### src/rtl/sram_boot_loader.sv
// Boot loader: packs a little-endian byte stream into 32-bit words and writes
// them to consecutive SRAM word addresses, holding the CPU in reset until done.
module sram_boot_loader #(
    parameter int SRAM_ADDR_W = 15,
    parameter int DATA_W      = 32
) (
    input  logic                     clk,
    input  logic                     rst,
    input  logic                     start,
    input  logic [SRAM_ADDR_W-2:0]   len,
    input  logic                     s_valid,
    input  logic [7:0]               s_data,
    output logic                     s_ready,
    output logic                     m_valid,
    output logic [SRAM_ADDR_W-3:0]   m_addr,
    output logic [DATA_W-1:0]        m_wdata,
    output logic [DATA_W/8-1:0]      m_wstrb,
    input  logic                     m_ready,
    output logic                     busy,
    output logic                     done,
    output logic                     cpu_rst
);
    localparam int AW = SRAM_ADDR_W - 2;
    localparam int LW = SRAM_ADDR_W - 1;
    localparam int SW = DATA_W / 8;

    typedef enum logic [2:0] {IDLE, COLLECT, WRITE, TURN, DONE} state_t;

    state_t          state_reg, state_next;
    logic [LW-1:0]   len_reg, len_next;
    logic [LW-1:0]   cnt_reg, cnt_next;
    logic [1:0]      idx_reg, idx_next;
    logic            stale_reg, stale_next;
    logic            s_ready_reg, s_ready_next;
    logic            m_valid_reg, m_valid_next;
    logic [AW-1:0]   m_addr_reg, m_addr_next;
    logic [DATA_W-1:0] m_wdata_reg, m_wdata_next;
    logic [SW-1:0]   m_wstrb_reg, m_wstrb_next;
    logic            busy_reg, busy_next;
    logic            done_reg, done_next;
    logic            cpu_rst_reg, cpu_rst_next;

    logic            byte_acc;
    logic [SW-1:0]   lane_we;

    assign byte_acc = (state_reg == COLLECT) && s_valid && s_ready_reg;

    // Each accepted byte lands in the lane selected by the byte index.
    generate
        for (genvar gi = 0; gi < SW; gi++) begin : g_lane
            assign lane_we[gi] = byte_acc && (idx_reg == 2'(gi));
            assign m_wdata_next[8*gi +: 8] = lane_we[gi] ? s_data : m_wdata_reg[8*gi +: 8];
        end
    endgenerate

    always_comb begin
        state_next   = state_reg;
        len_next     = len_reg;
        cnt_next     = cnt_reg;
        idx_next     = idx_reg;
        stale_next   = stale_reg;
        s_ready_next = s_ready_reg;
        m_valid_next = m_valid_reg;
        m_addr_next  = m_addr_reg;
        m_wstrb_next = m_wstrb_reg;
        busy_next    = busy_reg;
        done_next    = done_reg;
        cpu_rst_next = cpu_rst_reg;

        // A ready that is still high from TURN must drop once before it counts.
        if (!m_ready) begin
            stale_next = 1'b0;
        end

        case (state_reg)
            IDLE, DONE: begin
                if (start) begin
                    len_next    = len;
                    cnt_next    = '0;
                    idx_next    = '0;
                    m_addr_next = '0;
                    if (len == '0) begin
                        state_next   = DONE;
                        busy_next    = 1'b0;
                        done_next    = 1'b1;
                        cpu_rst_next = 1'b0;
                    end else begin
                        state_next   = COLLECT;
                        s_ready_next = 1'b1;
                        busy_next    = 1'b1;
                        done_next    = 1'b0;
                        cpu_rst_next = 1'b1;
                    end
                end
            end
            COLLECT: begin
                if (byte_acc) begin
                    idx_next = idx_reg + 2'd1;
                    if (idx_reg == 2'd3) begin
                        state_next   = WRITE;
                        s_ready_next = 1'b0;
                        m_valid_next = 1'b1;
                        m_wstrb_next = '1;
                    end
                end
            end
            WRITE: begin
                if (m_ready && !stale_reg) begin
                    state_next   = TURN;
                    m_valid_next = 1'b0;
                    m_wstrb_next = '0;
                    cnt_next     = cnt_reg + 1'b1;
                end
            end
            TURN: begin
                if (m_ready) begin
                    stale_next = 1'b1;
                end
                if (cnt_reg == len_reg) begin
                    state_next   = DONE;
                    busy_next    = 1'b0;
                    done_next    = 1'b1;
                    cpu_rst_next = 1'b0;
                end else begin
                    state_next   = COLLECT;
                    m_addr_next  = m_addr_reg + 1'b1;
                    idx_next     = '0;
                    s_ready_next = 1'b1;
                end
            end
            default: begin
                state_next = IDLE;
            end
        endcase
    end

    always_ff @(posedge clk) begin
        if (rst) begin
            state_reg   <= IDLE;
            len_reg     <= '0;
            cnt_reg     <= '0;
            idx_reg     <= '0;
            stale_reg   <= 1'b0;
            s_ready_reg <= 1'b0;
            m_valid_reg <= 1'b0;
            m_addr_reg  <= '0;
            m_wdata_reg <= '0;
            m_wstrb_reg <= '0;
            busy_reg    <= 1'b0;
            done_reg    <= 1'b0;
            cpu_rst_reg <= 1'b1;
        end else begin
            state_reg   <= state_next;
            len_reg     <= len_next;
            cnt_reg     <= cnt_next;
            idx_reg     <= idx_next;
            stale_reg   <= stale_next;
            s_ready_reg <= s_ready_next;
            m_valid_reg <= m_valid_next;
            m_addr_reg  <= m_addr_next;
            m_wdata_reg <= m_wdata_next;
            m_wstrb_reg <= m_wstrb_next;
            busy_reg    <= busy_next;
            done_reg    <= done_next;
            cpu_rst_reg <= cpu_rst_next;
        end
    end

    assign s_ready = s_ready_reg;
    assign m_valid = m_valid_reg;
    assign m_addr  = m_addr_reg;
    assign m_wdata = m_wdata_reg;
    assign m_wstrb = m_wstrb_reg;
    assign busy    = busy_reg;
    assign done    = done_reg;
    assign cpu_rst = cpu_rst_reg;

endmodule

### config.mk
export PLATFORM = sky130hd
export DESIGN_NAME = sram_boot_loader
export DESIGN_NICKNAME = d
export VERILOG_FILES = /design/src/rtl/sram_boot_loader.sv
export SDC_FILE = /design/constraint.sdc
export NUM_CORES = 1
export LEC_CHECK = 0
export ABC_AREA = 1
export ABC_CLOCK_PERIOD_IN_PS = 3400
export CORE_ASPECT_RATIO = 0.7
export CORE_MARGIN = 5
export CORE_UTILIZATION = 40
export CTS_CLUSTER_DIAMETER = 40
export DETAILED_ROUTE_END_ITERATION = 6
export PLACE_DENSITY_LB_ADDON = 0.12
export REMOVE_ABC_BUFFERS = 1
export SLEW_MARGIN = 20
export SYNTH_ARGS = -nofsm -noshare
export SYNTH_HDL_FRONTEND = slang
export SYNTH_SLANG_ARGS = --single-unit
### constraint.sdc
create_clock -name clk -period 3.4 [get_ports clk]
set_clock_uncertainty 0.1 [all_clocks]
set_input_delay 0.85 -clock clk [delete_from_list [all_inputs] [get_ports clk]]
set_output_delay 0.85 -clock clk [all_outputs]
set_load 0.01 [all_outputs]
# After elaboration in Yosys (flattened, before gate mapping)
# Index checks and enable logic that the tools add are counted.
# word_totals
in_bits	27
word_cells	100
out_inout_bits	54
regBits	88
# op_classes
muxes	42
addsub	3
eq_ne	15
n_reduce_logical	24
# op_table
op	n
$mux W14	2
$pmux W14 S2	1
$mux W13	2
$pmux W13 S2	1
$mux W3	6
$mux W1	17
$add A14 B1 Y14 const B	1
$eq A14 B14 Y1	1
$logic_not A14 Y1	1
$add A13 B1 Y13 const B	1
$mux W4	3
$ne A2 B2 Y1 const B	6
$pmux W3 S4	1
$reduce_and A4 Y1	3
$reduce_and A3 Y1	3
$pmux W4 S2	1
$logic_and A1 B1 Y1	7
$eq A3 B2 Y1 const B	2
$mux W2	3
$pmux W1 S2	3
$pmux W2 S3	1
$reduce_and A6 Y1	1
$reduce_bool A2 Y1	3
$eq A2 B2 Y1 const B	2
12 further kinds	12

# Longest topological paths before layout
# logic_depth
word_depth	5
mapped_depth	12
mapped_depth_nobuf	12

# Least setup slack after synthesis
# Ideal clock, no wire load.
# synth_timing
kind	input port to flip-flop
start	in s_valid
end	reg state_reg[2]
setup_time_ns	0.070
cell_stages	6
n_path_buf	0
required_ns	3.230
arrival_ns	1.641
slack_ns	1.588
cell_sequence	nand2_1 nor3_4 nor2_2 nor3_2 nand2_1 a21oi_1
# synth_between
elab_chain_cells	4
# synth_rtl
element	line_no	source
start: declaration	11	input logic s_valid,
$logic_and A1 B1 Y1 (2 in a row)	46	assign byte_acc = (state_reg == COLLECT) && s_valid && s_ready_reg;
$ne A2 B2 Y1 (no line)	-	
$reduce_and A4 Y1 (no line)	-	
end signal: assignment	153	state_reg <= state_next;
end: declaration	29	state_t state_reg, state_next;
# Every way passes these cells.
# A chain may end at the register's enable or synchronous reset.

# Worst setup path after layout
# layout_timing
start	in s_valid
end	reg m_wdata_reg[2] (netlist: m_wdata[2])
# layout_between
elab_chain_cells	3
# layout_rtl
element	line_no	source
$logic_and A1 B1 Y1 (2 in a row)	46	
$logic_and A1 B1 Y1	51	assign lane_we[gi] = byte_acc && (idx_reg == 2'(gi));
end signal: assignment	161	m_wdata_reg <= m_wdata_next;
end: declaration	37	logic [DATA_W-1:0] m_wdata_reg, m_wdata_next;
# Every way passes these cells.

==> metrics <==
synthesized area per cell 6.87 um^2; Post-DP Area 4910 um^2; Die X 130 um; ANT cells 0; RSZ-0062 raised after global routing no; relative slew slack 58.1%; number of synthesized flops with an enable pin 0; gr ovfl total 0; CP top delay family simple AND/OR/NAND/NOR gates; Pwr per Cell Area 589 nW/um^2; overall die height 93.9 um; most frequent cell after synthesis nand2_1; yosys synthesis warning count 0; # DRC 0; Clock Latency Late Sink 0.34 ns; I/O pin count 81; 1st-iter DRT viols 385; status completed; cts hold-fix bufs 0; Worst Path Arrival 2.57 ns; largest net degree at the start of global routing 39; total core area 9760 um^2; synth-to-layout area growth 29.5%; Routed wire per std cell 14.3 um; Flop pwr share 38.5%; Hold Fails Final Rpt 0; Num CTS Buffers 9; max cap viols 0; final worst path period share 72.2%; DP Wirelength 8.50 mm; Post-synth ARST share 0%; Final Setup Violations 0; Final Wtd Congestion 0.879; critical path's most frequent cell nand2_1; CP peak stage delay 0.54 ns; Final Max Tran Viols 0; vias in the first global route 3690; Net Sw Frac 35.3%; Cell Area, Synth 4030 um^2; Routed Antenna Nets 0; FF+latch count, synth 84; DR vias/cell 5.08; top cells by count, synth 142 x nand2_1, 84 x dfxtp_1, 73 x a21oi_1; Min Clock Period, post-route 2.46 ns; initial antenna violation count 0; cell area after layout 5210 um^2; CTS Buffer Depth 2; Post-CTS Setup Bufs 0; Switch Pwr 1.08 mW; Logic pwr share 29.3%; Worst-Margin Slew 0.627 ns; clock root cell clkbuf_16; drt pass-1 iters 5; clk sink count 84; min-delay worst type reg -> reg; number of port buffers 80; routed vias 4027; critical setup path kind in -> reg; Synth top area share 41.8%; Synth area leaders dfxtp_1 42%, nand2_1 13%, a21oi_1 9.1%, nand3_1 6.5%, nor2_1 6.2%; dominant synthesized flop cell dfxtp_1; first-pass GRT wire length 18.6 mm; startpoint type of the worst setup path input pin; critical path required time 3.51 ns; Gate Count Post-Synth 586; Crit Path Max Fanout 28; H-tree Lvls 3; count of buffer and inverter cells on the critical path 1; Clock power frac 32.2%; Fmax 0.407 GHz; VDD IR-drop max 0.347 mV; row count 30; Clock transition at path regs 0.06 ns; CP endpoint kind flip-flop; NumNets Final 693; PostCTS Resize Cnt 0; area leader, netlist dfxtp_1; GRT Overall Usage 19.2%; CP Cell Sequence clkdlybuf4s50_1 -> nand2_1 -> nor2_4 -> nand2_1 -> nand2_1 -> a21oi_1; Largest register FFs 32; internal power 1.98 mW; CTS tree built; WL final 11.4 mm; leak pwr 1.96 nW; die area 12200 um^2; Setup TNS 0 ns; sequential-to-total area share from yosys stat 41.8%; Worst path slowest cell nor2_4; initial core utilization 41.2%; Netlist cell types 32; share of cells above drive strength 1 7.07%; Final Core Density 53.4%
[worst paths after layout]
check                                              from                 endpoint  slack, ns  depth (start not counted)
worst min-delay path               cpu_rst$_SDFFE_PP1P_     cpu_rst$_SDFFE_PP1P_       0.34                          2
worst min register to register     cpu_rst$_SDFFE_PP1P_     cpu_rst$_SDFFE_PP1P_       0.34                          2
worst max-delay path                            s_valid  m_wdata[2]$_SDFFE_PP0P_       0.94                          6
worst max register to register  cnt_reg[1]$_SDFFE_PP0P_  m_addr[12]$_SDFFE_PP0P_       1.22                         11
[power groups by stage]
| stage | Clock, mW | Sequential, mW | Combinational [mW] |
|---|---|---|---|
| finish | 0.988 | 1.18 | 0.901 |
| global route | 1.06 | 1.20 | 1.02 |
| CTS | 1.01 | 1.18 | 0.900 |
| detailed placement | 0 | 1.20 | 0.894 |
| global placement | 0 | 1.20 | 0.878 |
| floorplan | 0 | 1.20 | 0.568 |
[placed cells by master, fill, tap and decap left out, drive strengths merged]
master	Yosys	final
nand4	8	8
or2	1	1
nand3b	1	1
nor3	15	15
xor2	2	2
nand2	146	146
dfxtp	84	84
bufinv	0	1
o21ai	33	33
clkinv	0	3
clkinvlp	0	2
buf	12	5
a21oi	73	73
o22ai	1	1
clkbuf	10	9
clkdlybuf4s50	0	80
nor2	73	73
nand3	54	54
inv	63	64
ha	6	6
o21a	1	1
nor4	1	1
xnor2	2	2
[worst min-delay path: cells and delay by family (launching register included)]
family,cells,cell delay (ns)
simple gates,2,0.10
flops,1,0.30
[cells by family (layout without fill, tap and decap cells)]
family	Yosys count	in the layout	synth area share, %
AND/OR/NAND/NOR	299	299	33.3
buffers and inverters	85	164	8.67
XOR/XNOR	4	4	0.871
flip-flops	84	84	41.8
AO/OA/AOI/OAI	108	108	13.5
adder cells (fa/ha/maj)	6	6	1.87
[final cells by class]
type / instances / area [um^2]
clock inverter: 7 / 76.3
sequential: 84 / 1680
multi-input combinational: 417 / 1990
clock buffer: 9 / 225
fill: 964 / 4550
timing repair buffer: 85 / 838
tap: 128 / 160
inverter: 63 / 236
[routing by layer]
metal	GRT usage [%]	up-vias	part of all wire (%)
met3	4.83	9	7.0
met2	26.4	133	40
met5	0	-	0
met1	29.2	1837	52
met4	5.36	0	1.2
li1	-	2048	-
[per-stage QoR]
| step | power, mW | cells | hold WS [ns] | setup WS [ns] |
|---|---|---|---|---|
| final | 3.07 | 793 | 0.342 | 0.944 |
| after detailed placement | 2.10 | 777 | 0.333 | 0.577 |
| after CTS | 3.10 | 793 | 0.347 | 0.959 |
| after global placement | 2.08 | 777 | 0.335 | 0.623 |
| after global routing | 3.28 | 793 | 0.385 | 0.795 |
| after floorplan | 1.77 | 564 | 0.346 | 0.883 |
No activity file was read; power rests on OpenSTA's default activity.
